**src/rtl/fifo_pkg.sv**
```systemverilog
// fifo_pkg: shared async-FIFO sizing defaults, pointer type and Gray/binary helpers.
// Rev 1.0
`default_nettype none

package fifo_pkg;

  localparam int ADDR_WIDTH = 4;
  localparam int AF_THRESH  = 12;

  typedef logic [ADDR_WIDTH:0] ptr_t;

  function automatic ptr_t bin2gray(input ptr_t bin);
    return bin ^ (bin >> 1);
  endfunction

  function automatic ptr_t gray2bin(input ptr_t gray);
    ptr_t bin;
    bin[ADDR_WIDTH] = gray[ADDR_WIDTH];
    for (int i = ADDR_WIDTH - 1; i >= 0; i--) begin
      bin[i] = bin[i+1] ^ gray[i];
    end
    return bin;
  endfunction

endpackage

`default_nettype wire

```
**src/rtl/fifo_gray2bin.sv**
```systemverilog
// fifo_gray2bin: combinational Gray-to-binary converter of parameterised width.
// Rev 1.0
`default_nettype none

module fifo_gray2bin #(
  parameter int W = 5
) (
  input  logic [W-1:0] gray,
  output logic [W-1:0] bin
);

  // Each binary bit is the XOR of its Gray bit and every more-significant Gray bit.
  for (genvar i = 0; i < W; i++) begin : g_bit
    assign bin[i] = ^gray[W-1:i];
  end

endmodule

`default_nettype wire

```
**src/rtl/fifo_write_ctrl.sv**
```systemverilog
// fifo_write_ctrl: write-domain pointer, full/almost_full and level controller of the async FIFO.
// Optional sticky overflow port with FIFO_WR_OVERFLOW_EN. Rev 1.0
`default_nettype none

module fifo_write_ctrl #(
  parameter int ADDR_WIDTH = fifo_pkg::ADDR_WIDTH,
  parameter int AF_THRESH  = fifo_pkg::AF_THRESH
) (
  input  logic                  clk,
  input  logic                  rst,
  input  logic                  wr_en,
  input  logic [ADDR_WIDTH:0]   rd_gr_ptr_sync,
  output logic                  wr_mem_en,
  output logic [ADDR_WIDTH-1:0] wr_addr,
  output logic [ADDR_WIDTH:0]   wr_gray_ptr,
  output logic                  full,
  output logic                  almost_full,
  output logic [ADDR_WIDTH:0]   wr_level
`ifdef FIFO_WR_OVERFLOW_EN
  ,
  output logic                  overflow
`endif
);

  localparam int A = ADDR_WIDTH;
  localparam logic [A:0] c_af_level = (A+1)'(AF_THRESH);

  logic [A:0] wr_bin_q, wr_bin_d;
  logic [A:0] wr_gray_q, wr_gray_d;
  logic [A:0] wr_level_q, wr_level_d;
  logic       full_q, full_d;
  logic       almost_full_q, almost_full_d;
  logic [A:0] rd_bin_sync;
  logic       accept;

  fifo_gray2bin #(.W(A+1)) u_rd_gray2bin (
    .gray (rd_gr_ptr_sync),
    .bin  (rd_bin_sync)
  );

  always_comb begin
    accept        = wr_en && !full_q;
    wr_bin_d      = wr_bin_q + {{A{1'b0}}, accept};
    wr_gray_d     = wr_bin_d ^ (wr_bin_d >> 1);
    // Full when the write pointer has lapped the read pointer: top two Gray bits inverted.
    full_d        = (wr_gray_d == {~rd_gr_ptr_sync[A:A-1], rd_gr_ptr_sync[A-2:0]});
    wr_level_d    = wr_bin_d - rd_bin_sync;
    almost_full_d = (wr_level_d >= c_af_level);
  end

  always_ff @(posedge clk or posedge rst) begin
    if (rst) begin
      wr_bin_q      <= '0;
      wr_gray_q     <= '0;
      wr_level_q    <= '0;
      full_q        <= 1'b0;
      almost_full_q <= 1'b0;
    end else begin
      wr_bin_q      <= wr_bin_d;
      wr_gray_q     <= wr_gray_d;
      wr_level_q    <= wr_level_d;
      full_q        <= full_d;
      almost_full_q <= almost_full_d;
    end
  end

`ifdef FIFO_WR_OVERFLOW_EN
  logic overflow_q, overflow_d;

  always_comb begin
    overflow_d = overflow_q | (wr_en && full_q);
  end

  always_ff @(posedge clk or posedge rst) begin
    if (rst) begin
      overflow_q <= 1'b0;
    end else begin
      overflow_q <= overflow_d;
    end
  end

  assign overflow = overflow_q;
`endif

  // The strobe is combinational, so it must be explicitly masked while reset is held.
  assign wr_mem_en   = accept && !rst;
  assign wr_addr     = wr_bin_q[A-1:0];
  assign wr_gray_ptr = wr_gray_q;
  assign full        = full_q;
  assign almost_full = almost_full_q;
  assign wr_level    = wr_level_q;

endmodule

`default_nettype wire
```
**config.mk**
```make
export PLATFORM = sky130hd
export DESIGN_NAME = fifo_write_ctrl
export DESIGN_NICKNAME = d
export VERILOG_FILES = /design/src/rtl/fifo_pkg.sv /design/src/rtl/fifo_gray2bin.sv /design/src/rtl/fifo_write_ctrl.sv
export SDC_FILE = /design/constraint.sdc
export NUM_CORES = 1
export LEC_CHECK = 0
export BUFFER_PORTS_ARGS = -buffer_cell sky130_fd_sc_hd__buf_2
export CAP_MARGIN = 20
export CORE_MARGIN = 3
export CORE_UTILIZATION = 53
export CTS_CLUSTER_DIAMETER = 40
export DETAILED_ROUTE_END_ITERATION = 10
export GPL_TIMING_DRIVEN = 0
export MAX_ROUTING_LAYER = met4
export PLACE_DENSITY = 0.81
export SYNTH_ARGS = -nofsm -noshare
export SYNTH_HDL_FRONTEND = slang
export SYNTH_SLANG_ARGS = --single-unit
```
**constraint.sdc**
```tcl
create_clock -name clk -period 6.64 [get_ports clk]
set_clock_uncertainty 0.1 [all_clocks]
set_input_delay 0.664 -clock clk [delete_from_list [all_inputs] [get_ports clk]]
set_output_delay 0.664 -clock clk [all_outputs]
set_load 0.01 [all_outputs]
```
# Yosys cells after proc, flatten, opt, wreduce, memory -nomap -nowiden

Cells that the tools add are included.

Logic and storage cells: 19
Bits of input ports: 8
Register bits after elaboration: 17
Output and inout port bits: 17

Magnitude comparators: 1
Reductions and logical operators: 8
Add/sub/neg operators: 2
Equality and inequality tests: 1
Bitwise logic cells: 2

Operator list:

| cell                                                               | count |
|---|---|
| adder 5 x 1 -> 5 bit                                               | 1 |
| equality test 5 bit                                                | 1 |
| greater-or-equal comparator 5 x 4 -> 1 bit (second input constant) | 1 |
| XOR reduction 5 bit                                                | 1 |
| subtractor 5 bit                                                   | 1 |
| XOR 5 x 4 -> 5 bit                                                 | 1 |
| XOR reduction 4 bit                                                | 1 |
| XOR reduction 3 bit                                                | 1 |
| logical AND 1 bit                                                  | 2 |
| logical NOT 1 bit                                                  | 2 |
| inverter 2 bit                                                     | 1 |
| XOR reduction 2 bit                                                | 1 |

# Depth between registers and ports, before layout

Gate-level depths: netlist of the first run.

Depth in word-level cells: 5
Mapped depth: 10
Gate-level depth less buffers: 10

# Hierarchy

Synthesis of the first run repeated with hierarchy kept, for this count alone.

Cell total of the unflattened synthesis: 81
Area, all modules: 927.1 um^2

By module, submodules not included:

| module          | times used | cells each | area an instance (um^2) | sequential area each (um^2) |
|---|---|---|---|---|
| fifo_write_ctrl | 1          | 75         | 854.6                   | 400.4 |
| fifo_gray2bin   | 1          | 6          | 72.6                    | 0.0 |

# Worst setup path before layout of the first run

OpenSTA, ideal clock, no wires.

Path kind: input to register
Start point: in rd_gr_ptr_sync[2]
End point: reg almost_full_q, in the netlist almost_full
Setup slack: 3420 ps
Data required time: 6414 ps
Library setup time: 126 ps
Arrival: 2994 ps
Cell stages on the path: 10
Buffers on the path: 0
Cells stage by stage: xnor3_2 -> xor2_1 -> xnor2_1 -> ha_1 -> inv_1 -> fa_1 -> maj3_2 -> a21oi_2 -> xnor2_1 -> a311o_1

Longest elaborated chain between the ends: 3
Elaborated cells between the ends (all ways): 5
Those cells by class: add/sub (1); order compare (1); reduce/logical (3)

Ends and longest elaborated chain:

| element                                           | RTL line              | RTL |
|---|---|---|
| from (decl)                                       | fifo_write_ctrl.sv:12 | `input logic [ADDR_WIDTH:0] rd_gr_ptr_sync,` |
| XOR reduction 5 bit, or another cell as far along | fifo_gray2bin.sv:14   | `assign bin[i] = ^gray[W-1:i];` |
| subtractor 5 bit *                                | fifo_write_ctrl.sv:47 | `wr_level_d = wr_bin_d - rd_bin_sync;` |
| via wr_level_d[4]                                 | fifo_write_ctrl.sv:30 | `logic [A:0] wr_level_q, wr_level_d;` |
| greater-or-equal comparator 5 x 4 -> 1 bit *      | fifo_write_ctrl.sv:48 | `almost_full_d = (wr_level_d >= c_af_level);` |
| via almost_full_d                                 | fifo_write_ctrl.sv:32 | `logic almost_full_q, almost_full_d;` |
| to (signal assigned)                              | fifo_write_ctrl.sv:63 | `almost_full_q <= almost_full_d;` |
| to (decl)                                         | fifo_write_ctrl.sv:32 |  |

The timed path passes the listed nets; every way through them passes the cells marked *.

# Worst setup path in the final report of the first run

Ends and elaborated chain as after synthesis.

==> reports/summary.md, run 1 <==
Status
• outcome: completed

Routing
• iteration-0 DRC count of the detailed router: 3
• post-route ant nets: 0
• via count normalized by instance count: 5.082
• detailed-router iteration count before antenna repair: 2
• number of vias in the routed layout: 559
• routed len/inst: 13.13 um
• routed wire length: 1444 um
• count of unresolved DRC violations after routing: 0

Logic synthesis
• predominant post-synthesis flop cell: sky130_fd_sc_hd__dfrtp_1
• flip-flop and latch count after synthesis: 16
• Syn Std Cell Area: 854.6 um2
• share of synthesized registers carrying an async set or reset: 100.0%
• distinct cell type count of the synthesized netlist: 25
• average cell area after synthesis: 12.57 um2
• portion of the post-synthesis area used by sequential elements: 46.85%
• warning count from the yosys run: 0
• Synth Net Count: 81
• number of standard cells after synthesis: 68
• count of flip-flops with a built-in enable after synthesis: 0

Critical path
• flop-to-flop setup slack: 3.84 ns
• required time worst endpoint: 6.71 ns
• signal arrival time at the worst endpoint: 3.27 ns
• Top Family by Delay on Critical Path: XOR/XNOR gates
• maximum cell stage delay along the critical path: 0.48 ns
• r2r endpoint: almost_full
• list of cells traversed by the critical path: buf_2 -> xnor3_2 -> xor2_1 -> xnor2_1 -> ha_1 -> inv_1 -> fa_1 -> maj3_2 -> a21oi_2 -> xnor2_1 -> a311o_1
• Crit. End Element: flip-flop
• CP startpoint kind: input port
• worst setup path category: in2reg
• standard cell with the maximum stage delay on the critical path: sky130_fd_sc_hd__xnor3_2
• Reg2Reg Launch Point: full
• most frequent CP cell: sky130_fd_sc_hd__xnor2_1
• Max Fanout on Critical Path: 6
• number of cell instances on the worst register-to-register path: 8
• critical path buffer and inverter count: 2

Timing
• Final WS setup: 3.445 ns
• crit share post-route: 48.12%
• minimum clock period: 3.195 ns
• Slew @ Worst Pin: 0.5979 ns
• Setup violations, final: 0
• number of hold violations in the final report: 0
• Slew headroom: 60.10%
• fmax: 0.3129 GHz
• Final Max Tran Viols: 0
• Setup TNS Final: 0 ns
• worst hold slack: 0.3354 ns
• unrepaired setup endpoints after global routing: no

Clock tree
• number of buffers inserted during clock tree synthesis: 3
• clock network latency to the later pin of the worst-skew pair: 0.28 ns
• CTS Hold Bufs: 0
• TritonCTS clock tree: done
• clk slew on worst S/H paths: 0.09 ns
• Root Buffer Master: sky130_fd_sc_hd__clkbuf_4
• Post-CTS Setup Bufs: 0
• number of sinks on the clock net: 16
• number of H-tree levels: 1
• worst-case clock buffer depth: 2
• number of cells upsized or downsized after cts: 0

Power and ir drop
• Cell Pwr Density: 572.9 mW/mm2
• largest voltage drop on the vdd net: 320.0 uV
• Leakage Power: 0.4975 nW

Placement
• IO buf count: 24
• gpl congestion: 0.7023
• Placement Setup Slack: 3.130 ns
• dpl hpwl: 1172 um

GRT
• largest net degree at the start of global routing: 18
• initial antenna violation count: 0
• GRT overflow: 0
• via count of the first global-routing pass: 577
• total routing usage reported by global routing: 16.96%
• first-pass GRT wire length: 2428 um

Final layout
• proportion of layout cells with a drive suffix above 1: 34.74%
• nets: 110
• synth-to-layout area growth: 18.89%
• Inserted Diodes: 0

Floorplanning
• num rows: 13
• effective utilization at floorplan: 61.09%
• width of the chip: 46.16 um
• die area: 0.002130 mm2
• height of the die: 46.16 um
• number of placed I/O pins: 25
• area of the core: 0.001399 mm2

Hold path
• class of the worst hold path: in2async

Run
• number of violations of the max-capacitance limit: 0

## sequential cells by signal (all words and copies together), names as in the netlist
signal / cells
full: 1
wr_level: 5
wr_bin_q: 5
almost_full: 1
wr_gray_ptr: 4
## metal layers
metal / up-vias / GRT usage [%] / part of all wire, %
met5: - / - / 0
met4: 0 / 10.23 / 2.6
li1: 279 / - / -
met3: 5 / 2.344 / 5.2
met2: 18 / 29.40 / 54
met1: 257 / 17.94 / 39
## cells in the final DEF (no fill, tap or decap)
| cell type | count |
|---|---|
| sky130_fd_sc_hd__o21ai_0 | 1 |
| sky130_fd_sc_hd__or3_1 | 2 |
| sky130_fd_sc_hd__and3b_1 | 1 |
| sky130_fd_sc_hd__a221oi_1 | 1 |
| sky130_fd_sc_hd__clkbuf_4 | 3 |
| sky130_fd_sc_hd__xor2_4 | 1 |
| sky130_fd_sc_hd__xnor3_2 | 1 |
| sky130_fd_sc_hd__xnor2_1 | 8 |
| sky130_fd_sc_hd__nand2b_2 | 1 |
| sky130_fd_sc_hd__nor2_1 | 1 |
| sky130_fd_sc_hd__maj3_2 | 1 |
| sky130_fd_sc_hd__nand4_1 | 1 |
| sky130_fd_sc_hd__dfrtp_1 | 16 |
| sky130_fd_sc_hd__nand3_1 | 3 |
| sky130_fd_sc_hd__nand2_1 | 1 |
| sky130_fd_sc_hd__ha_1 | 4 |
| sky130_fd_sc_hd__a21oi_1 | 1 |
| sky130_fd_sc_hd__fa_1 | 1 |
| sky130_fd_sc_hd__a21oi_2 | 1 |
| sky130_fd_sc_hd__inv_1 | 5 |
| sky130_fd_sc_hd__xor2_1 | 11 |
| sky130_fd_sc_hd__nor2b_1 | 1 |
| sky130_fd_sc_hd__a311o_1 | 1 |
| sky130_fd_sc_hd__xnor2_2 | 1 |
| sky130_fd_sc_hd__buf_2 | 24 |
| sky130_fd_sc_hd__o21ai_1 | 1 |
| sky130_fd_sc_hd__and2_1 | 2 |
## worst reg2reg max path, stage by stage (launching register included)
cell	delay, ns
sky130_fd_sc_hd__dfrtp_1	0.38
sky130_fd_sc_hd__nor2b_1	0.30
sky130_fd_sc_hd__and2_1	0.19
sky130_fd_sc_hd__ha_1	0.33
sky130_fd_sc_hd__fa_1	0.54
sky130_fd_sc_hd__maj3_2	0.35
sky130_fd_sc_hd__a21oi_2	0.15
sky130_fd_sc_hd__xnor2_1	0.09
sky130_fd_sc_hd__a311o_1	0.28
## cells by family (layout without fill, tap and decap cells)
group	after synthesis	after routing	synth area share, %
fa+ha+maj	6	6	9.517
buf+inv	5	32	2.196
flops	16	16	46.85
xor+xnor	22	22	27.38
simple gates	13	13	9.077
compound gates	6	6	4.977
## layout make-up
cell class / count / area (um2)
clock buffers: 3 / 22.52
flip-flops and latches: 16 / 400.4
inverters: 5 / 18.77
repair buffers: 24 / 120.1
multi-input cells: 47 / 435.4
fillers: 106 / 382.9
well taps: 15 / 18.77
## cell usage after synthesis, types with 2 or more instances
master,number,area share (%)
sky130_fd_sc_hd__xnor2_1,8,8.2
sky130_fd_sc_hd__ha_1,4,5.9
sky130_fd_sc_hd__dfrtp_1,16,47
sky130_fd_sc_hd__or3_1,2,1.5
sky130_fd_sc_hd__inv_1,5,2.2
sky130_fd_sc_hd__nand3_1,3,1.8
sky130_fd_sc_hd__xor2_1,11,11
sky130_fd_sc_hd__and2_1,2,1.5
## worst max-delay path by stage
stage                            from     endpoint  slack [ns]  depth (start not counted)
CTS                 rd_gr_ptr_sync[2]  almost_full        3.44                         11
global placement    rd_gr_ptr_sync[2]  almost_full        3.19                         11
finish              rd_gr_ptr_sync[2]  almost_full        3.44                         11
global route        rd_gr_ptr_sync[2]  almost_full        3.29                         11
floorplan           rd_gr_ptr_sync[2]  almost_full        3.42                         10
detailed placement  rd_gr_ptr_sync[2]  almost_full        3.13                         11
## stage by stage
| stage | utilization, % | instance area (um2) | cells | total power (W) |
|---|---|---|---|---|
| 2_1_floorplan | - | 854.6 | 68 | 0.0004450 |
| 3_3_place_gp | 71.02 | 993.5 | 107 | 0.0005272 |
| 3_5_place_dp | 71.02 | 993.5 | 107 | 0.0005402 |
| 4_1_cts | 72.63 | 1016 | 110 | 0.0005901 |
| 5_1_grt | 72.63 | 1016 | 110 | 0.0006359 |
| 6_report | 72.63 | 1016 | 110 | 0.0005821 |
## where the power goes
part / switching (W) / internal (W) / total [W]
combinational: 0.000194 / 0.000161 / 0.000355
clock: 0.0000280 / 0.0000211 / 0.0000490
sequential: 0.0000253 / 0.000152 / 0.000178
total: 0.000248 / 0.000334 / 0.000582
Note: power is estimated with default switching activity, not from simulation.
==> inputs of run 2 (changes only) <==
--- a/config.mk
+++ b/config.mk
@@ -5,15 +5,16 @@
 export SDC_FILE = /design/constraint.sdc
 export NUM_CORES = 1
 export LEC_CHECK = 0
+export ABC_AREA = 1
 export BUFFER_PORTS_ARGS = -buffer_cell sky130_fd_sc_hd__buf_2
 export CAP_MARGIN = 20
 export CORE_MARGIN = 3
-export CORE_UTILIZATION = 53
+export CORE_UTILIZATION = 46
 export CTS_CLUSTER_DIAMETER = 40
 export DETAILED_ROUTE_END_ITERATION = 10
 export GPL_TIMING_DRIVEN = 0
 export MAX_ROUTING_LAYER = met4
-export PLACE_DENSITY = 0.81
+export PLACE_DENSITY = 0.74
 export SYNTH_ARGS = -nofsm -noshare
 export SYNTH_HDL_FRONTEND = slang
 export SYNTH_SLANG_ARGS = --single-unit
==> constraint.sdc (replaced) <==
create_clock -name clk -period 2.8 [get_ports clk]
set_clock_uncertainty 0.1 [all_clocks]
set_input_delay 0.28 -clock clk [delete_from_list [all_inputs] [get_ports clk]]
set_output_delay 0.28 -clock clk [all_outputs]
set_load 0.01 [all_outputs]
==> reports/summary.md, run 2 <==
Clock tree
• clk slew on worst S/H paths: 0.09 ns, about the same
• clock network latency to the later pin of the worst-skew pair: 0.27 ns, about the same
• Post-CTS Setup Bufs: 0, unchanged
• number of H-tree levels: 1, unchanged
• Root Buffer Master: sky130_fd_sc_hd__clkbuf_4
• number of buffers inserted during clock tree synthesis: 3, unchanged
• number of sinks on the clock net: 16, unchanged
• TritonCTS clock tree: done
• worst-case clock buffer depth: 2, unchanged

Logic synthesis
• count of flip-flops with a built-in enable after synthesis: 0, unchanged
• predominant post-synthesis flop cell: sky130_fd_sc_hd__dfrtp_1
• portion of the post-synthesis area used by sequential elements: 41.56%, -5.3 points
• warning count from the yosys run: 0, unchanged
• area share of the leading cell type in the synthesized netlist: 41.56%, -5.3 points
• share of synthesized registers carrying an async set or reset: 100.0%, unchanged
• cell with the most instances after synthesis: sky130_fd_sc_hd__nand2_1
• dominant cells by area after synthesis: sky130_fd_sc_hd__dfrtp_1 42%, sky130_fd_sc_hd__nand2_1 16%, sky130_fd_sc_hd__nand3_1 10%
• Syn Std Cell Area: 963.4 um2, +13%
• post-synthesis cell type with the largest combined area: sky130_fd_sc_hd__dfrtp_1
• flip-flop and latch count after synthesis: 16, unchanged
• number of standard cells after synthesis: 121, +78%
• most common library cells after synthesis: 41 x sky130_fd_sc_hd__nand2_1, 20 x sky130_fd_sc_hd__inv_1, 20 x sky130_fd_sc_hd__nand3_1
• distinct cell type count of the synthesized netlist: 20, -20%
• average cell area after synthesis: 7.962 um2, -37%
• Synth Net Count: 134, +65%

Floorplanning
• area of the core: 0.001858 mm2, +33%
• die area: 0.002680 mm2, +26%
• effective utilization at floorplan: 51.85%, -9.2 points
• number of placed I/O pins: 25, unchanged
• width of the chip: 51.77 um, +12%
• height of the die: 51.77 um, +12%
• num rows: 15, +2

Final layout
• proportion of layout cells with a drive suffix above 1: 24.83%, -9.9 points
• Filler Cells Inserted: 165, +56%
• synth-to-layout area growth: 19.09%
• leading cell types in the layout, fill and taps excluded: 41 x sky130_fd_sc_hd__nand2_1, 24 x sky130_fd_sc_hd__buf_2, 20 x sky130_fd_sc_hd__inv_1, 20 x sky130_fd_sc_hd__nand3_1, 16 x sky130_fd_sc_hd__dfrtp_1
• total non-filler cell area in the finished layout: 0.001147 mm2, +13%
• most common library cell in the layout ignoring fill and taps: sky130_fd_sc_hd__nand2_1
• final core utilization: 61.75%, -11 points
• nets: 164, +49%
• Inserted Diodes: 0, unchanged

Routing
• post-route ant nets: 0, unchanged
• detailed-router iteration count before antenna repair: 4, +2
• routed wire length: 1949 um, +35%
• number of vias in the routed layout: 828, +48%
• via count normalized by instance count: 4.759, -6.4%
• iteration-0 DRC count of the detailed router: 22, +19
• count of unresolved DRC violations after routing: 0, unchanged
• routed len/inst: 11.20 um, -15%

GRT
• first-pass GRT wire length: 3374 um, +39%
• initial antenna violation count: 0, unchanged
• GRT overflow: 0, unchanged
• largest net degree at the start of global routing: 17, -1
• via count of the first global-routing pass: 820, +42%
• total routing usage reported by global routing: 17.64%, +0.68 points

Timing
• Final Max Tran Viols: 0, unchanged
• crit share post-route: 80.16%
• Slew headroom: 58.33%, -1.8 points
• worst hold slack: 0.2273 ns, -0.1081 ns
• minimum clock period: 2.244 ns
• unrepaired setup endpoints after global routing: no
• Slew @ Worst Pin: 0.6243 ns, +0.02644 ns
• Setup TNS Final: 0 ns, unchanged
• number of hold violations in the final report: 0, unchanged
• fmax: 0.4455 GHz
• Setup violations, final: 0, unchanged

Status
• outcome: completed

Critical path
• Crit. End Element: flip-flop
• worst setup path category: in2reg
• Reg2Reg Launch Point: full
• most frequent CP cell: sky130_fd_sc_hd__nand2_1
• signal arrival time at the worst endpoint: 2.31 ns, -0.96 ns
• Max Fanout on Critical Path: 4, -2
• list of cells traversed by the critical path: buf_2 -> inv_1 -> nand2_1 -> nand2_1 -> nand2_1 -> nand2_1 -> xor2_2 -> xor2_1 -> ha_1 -> inv_1 -> fa_1 -> inv_1 -> nand2_1 -> nand3_1 -> nand2_1 -> nand2_1 -> nand3_1
• required time worst endpoint: 2.87 ns, -3.84 ns
• maximum cell stage delay along the critical path: 0.39 ns, -0.09 ns
• CP startpoint kind: input port
• critical path buffer and inverter count: 4, +2
• worst setup path startpoint: rd_gr_ptr_sync[3]
• Top Family by Delay on Critical Path: simple AND/OR/NAND/NOR gates
• standard cell with the maximum stage delay on the critical path: sky130_fd_sc_hd__fa_1

Hold path
• source of the worst hold timing path: rd_gr_ptr_sync[3]
• class of the worst hold path: in2reg

Placement
• total cell area at the placement stage: 0.001115 mm2, +12%
• dpl hpwl: 1565 um, +34%
• gpl congestion: 0.7964, +13%
• IO buf count: 24, unchanged

Power and ir drop
• largest voltage drop on the vdd net: 523.7 uV, +64%
• Leakage Power: 0.6652 nW, +34%
• Cell Pwr Density: 1224 mW/mm2, +110%
• total power consumption of the routed design: 0.001405 W, +140%

Run
• number of violations of the max-capacitance limit: 0, unchanged

==> run 2: cell types whose count changed after synthesis, moves of 3 or more <==
| cell | previous run | this run |
|---|---|---|
| sky130_fd_sc_hd__nand3_1 | 3 | 20 |
| sky130_fd_sc_hd__xnor2_1 | 8 | 2 |
| sky130_fd_sc_hd__nand2_1 | 1 | 41 |
| sky130_fd_sc_hd__inv_1 | 5 | 20 |
| sky130_fd_sc_hd__nor2_1 | 1 | 4 |
| sky130_fd_sc_hd__xor2_1 | 11 | 1 |
==> run 2: cell families after synthesis <==
group           count (synthesis)  synth area share [%]
fa+ha+maj                       5                 7.273
flops                          16                 41.56
simple gates                   72                 35.07
xor+xnor                        5                 6.104
compound gates                  2                 1.689
buf+inv                        21                 8.311
==> run 2: per-layer routing <==
metal  vias up  share of wire, %  wire length, um  global-route usage [%]
li1        430                 -                -                       -
met3         2               3.3               64                   2.579
met5         -                 0                0                       -
met1       379                45              876                   19.52
met2        17                51              985                   31.99
met4         0               1.2               23                   6.550
==> run 2: where the power goes <==
part	total [W]	internal, W	switching (W)
logic	0.000879	0.000329	0.000549
registers	0.000409	0.000353	0.0000564
clock network	0.000117	0.0000498	0.0000672
==> run 2: tightest hold or removal path, delay by kind of cell <==
family	cells	cell delay (ns)
and+or+nand+nor	3	0.17
buffers and inverters	1	0.12
==> run 2: worst paths after layout <==
kind                                        to  slack [ns]  depth (start not counted)
min in group asynchronous          wr_bin_q[1]        0.54                          3
worst max register to register     almost_full        0.64                         11
worst max-delay path               almost_full        0.56                         17
max in group asynchronous       wr_gray_ptr[1]        1.66                          3
worst min-delay path                      full        0.23                          4
worst min register to register     wr_bin_q[4]        0.51                          2
==> run 2: cell type report <==
class / instances / area, um2 / area share [%]
Sequential cell: 16 / 400.4 / 34.90
Clock buffer: 3 / 22.52 / 1.963
Inverter: 21 / 80.08 / 6.979
Timing Repair Buffer: 25 / 130.1 / 11.34
Multi-Input combinational cell: 84 / 483.0 / 42.09
Tap cell: 25 / 31.28 / 2.726
==> run 2: timing repair <==
item                                   in CTS  in global routing
resized for setup                           0                  0
hold buffers                                1                  0
endpoints found under the hold margin      16                  0
==> run 2: stage by stage <==
step	instances	setup WS [ns]
after floorplan	121	0.6444
after global placement	170	0.3736
after detailed placement	170	0.2713
after CTS	174	0.5596
final	174	0.5555
after global routing	174	0.3193
==> inputs of run 3 (changes only) <==
--- a/config.mk
+++ b/config.mk
@@ -5,16 +5,16 @@
 export SDC_FILE = /design/constraint.sdc
 export NUM_CORES = 1
 export LEC_CHECK = 0
-export ABC_AREA = 1
+export ABC_AREA = 0
 export BUFFER_PORTS_ARGS = -buffer_cell sky130_fd_sc_hd__buf_2
 export CAP_MARGIN = 20
 export CORE_MARGIN = 3
-export CORE_UTILIZATION = 46
+export CORE_UTILIZATION = 49
 export CTS_CLUSTER_DIAMETER = 40
 export DETAILED_ROUTE_END_ITERATION = 10
 export GPL_TIMING_DRIVEN = 0
 export MAX_ROUTING_LAYER = met4
-export PLACE_DENSITY = 0.74
+export PLACE_DENSITY = 0.76
 export SYNTH_ARGS = -nofsm -noshare
 export SYNTH_HDL_FRONTEND = slang
 export SYNTH_SLANG_ARGS = --single-unit
==> constraint.sdc (replaced) <==
create_clock -name clk -period 2.2 [get_ports clk]
set_clock_uncertainty 0.1 [all_clocks]
set_input_delay 0.22 -clock clk [delete_from_list [all_inputs] [get_ports clk]]
set_output_delay 0.22 -clock clk [all_outputs]
set_load 0.01 [all_outputs]
==> reports/summary.md, run 3 (synthesized netlist as in run 1, its figures left out) <==
Status
• outcome: finished, violations left
• violations in the final reports: setup timing

Final layout
• sequential cell area: 400.4 um2, unchanged
• multi-input gate area in the final layout: 510.5 um2, +5.7%
• proportion of layout cells with a drive suffix above 1: 50.00%, +25 points
• most common library cell in the layout ignoring fill and taps: sky130_fd_sc_hd__buf_2
• Inserted Diodes: 0, unchanged
• leading cell types in the layout, fill and taps excluded: 23 x sky130_fd_sc_hd__buf_2, 16 x sky130_fd_sc_hd__dfrtp_1, 12 x sky130_fd_sc_hd__buf_4, 9 x sky130_fd_sc_hd__xor2_1, 7 x sky130_fd_sc_hd__xnor2_1
• total non-filler cell area in the finished layout: 0.001199 mm2, +4.5%
• final core utilization: 76.03%, +14 points
• Filler Cells Inserted: 103, -38%
• synth-to-layout area growth: 40.26%
• nets: 123, -25%

Routing
• iteration-0 DRC count of the detailed router: 0, -100%
• detailed-router iteration count before antenna repair: 1, -3
• number of vias in the routed layout: 612, -26%
• routed wire length: 1544 um, -21%
• count of unresolved DRC violations after routing: 0, unchanged
• post-route ant nets: 0, unchanged
• via count normalized by instance count: 4.935, +3.7%
• routed len/inst: 12.45 um, +11%

GRT
• total routing usage reported by global routing: 14.68%, -3.0 points
• initial antenna violation count: 0, unchanged
• GRT overflow: 0, unchanged
• via count of the first global-routing pass: 558, -32%
• first-pass GRT wire length: 2173 um, -36%
• largest net degree at the start of global routing: 18, +1

Critical path
• CP startpoint kind: flip-flop
• maximum cell stage delay along the critical path: 0.42 ns, +0.03 ns
• standard cell with the maximum stage delay on the critical path: sky130_fd_sc_hd__dfrtp_1
• worst setup path category: reg2reg
• Max Fanout on Critical Path: 7, +3
• Top Family by Delay on Critical Path: adder cells
• signal arrival time at the worst endpoint: 2.49 ns, +0.18 ns
• critical path buffer and inverter count: 0, -4
• Crit. End Element: flip-flop
• list of cells traversed by the critical path: nor2b_4 -> and2_1 -> ha_4 -> fa_2 -> maj3_2 -> a21oi_2 -> xnor2_1 -> a311o_1
• required time worst endpoint: 2.26 ns, -0.61 ns

Floorplanning
• height of the die: 47.76 um, -7.7%
• number of placed I/O pins: 25, unchanged
• num rows: 14, -1
• effective utilization at floorplan: 54.21%, +2.4 points
• width of the chip: 47.76 um, -7.7%
• area of the core: 0.001577 mm2, -15%
• die area: 0.002281 mm2, -15%

Clock tree
• number of sinks on the clock net: 16, unchanged
• worst-case clock buffer depth: 2, unchanged
• number of H-tree levels: 1, unchanged
• clk slew on worst S/H paths: 0.08 ns, about the same
• TritonCTS clock tree: done
• Root Buffer Master: sky130_fd_sc_hd__clkbuf_4
• number of buffers inserted during clock tree synthesis: 3, unchanged
• clock network latency to the later pin of the worst-skew pair: 0.27 ns, about the same

Power and ir drop
• largest voltage drop on the vdd net: 825.7 uV, +58%
• Leakage Power: 0.5763 nW, -13%
• Cell Pwr Density: 1724 mW/mm2, +41%

Placement
• total cell area at the placement stage: 0.001017 mm2, -8.8%
• gpl congestion: 0.7577, -4.9%
• Placement Setup Slack: -0.7265 ns, -0.9978 ns
• IO buf count: 24, unchanged
• dpl hpwl: 1111 um, -29%

Timing
• Slew headroom: 60.45%, +2.1 points
• Final Max Tran Viols: 0, unchanged
• crit share post-route: 110.4%
• number of hold violations in the final report: 0, unchanged
• fmax: 0.4116 GHz
• Final WS setup: -0.2296 ns, -0.7852 ns
• unrepaired setup endpoints after global routing: yes
• Setup violations, final: 3, +3
• minimum clock period: 2.430 ns
• worst hold slack: 0.1881 ns, -0.03924 ns
• Slew @ Worst Pin: 0.5926 ns, -0.03168 ns

Hold path
• class of the worst hold path: in2reg

Run
• number of violations of the max-capacitance limit: 0, unchanged

run 3: worst paths after layout:
kind / from / to / slack (ns) / cells after the start
setup / recovery: full / almost_full / -0.23 / 8
hold / removal: rd_gr_ptr_sync[2] / full / 0.19 / 4
setup reg to reg: full / almost_full / -0.23 / 8
hold reg to reg: wr_bin_q[4] / wr_bin_q[4] / 0.51 / 2
max in group asynchronous: rst / wr_gray_ptr[2] / 1.17 / 3
min in group asynchronous: rst / wr_gray_ptr[0] / 0.45 / 3
run 3: metrics by stage:
stage,TNS [ns],power (W),std cells
2_1_floorplan,-0.6641,0.001367,68
3_3_place_gp,-1.266,0.001619,108
3_5_place_dp,-1.437,0.001650,108
4_1_cts,-0.3183,0.001867,115
5_1_grt,-0.6546,0.002241,124
6_report,-0.4250,0.002067,124
run 3: timing repair:
| action | in CTS | in global routing |
|---|---|---|
| pin swaps | 4 | 2 |
| setup buffers | 3 | 9 |
| setup endpoints to repair | 3 | 3 |
| hold buffers | 1 | 0 |
| hold endpoints to repair | 16 | 0 |
| gates resized for setup | 3 | 6 |
run 3: where the power goes:
part           internal (W)  switching, W  leakage [nW]
Combinational      0.000723      0.000638         0.374
Sequential         0.000459      0.000103         0.189
Clock             0.0000634     0.0000803        0.0138
run 3: layout make-up:
cell class,count,share of cell area (%)
multi-input combinational,47,42.59
sequential,16,33.40
timing repair buffer,37,18.89
clock buffer,3,1.879
tap,16,1.670
inverter,5,1.566
run 3: worst register-to-register path, cell delays in order (launching register included):
cell and delay [ns]:
sky130_fd_sc_hd__dfrtp_1 0.42, sky130_fd_sc_hd__nor2b_4 0.20, sky130_fd_sc_hd__and2_1 0.19, sky130_fd_sc_hd__ha_4 0.23, sky130_fd_sc_hd__fa_2 0.36, sky130_fd_sc_hd__maj3_2 0.31
sky130_fd_sc_hd__a21oi_2 0.13, sky130_fd_sc_hd__xnor2_1 0.09, sky130_fd_sc_hd__a311o_1 0.28
run 3: per-layer routing:
| metal | share of wire [%] | vias up | track usage (%) |
|---|---|---|---|
| li1 | - | 304 | - |
| met2 | 54 | 14 | 26.65 |
| met4 | 1.3 | 0 | 8.065 |
| met5 | 0 | - | - |
| met3 | 4.4 | 2 | 3.383 |
| met1 | 40 | 292 | 13.98 |
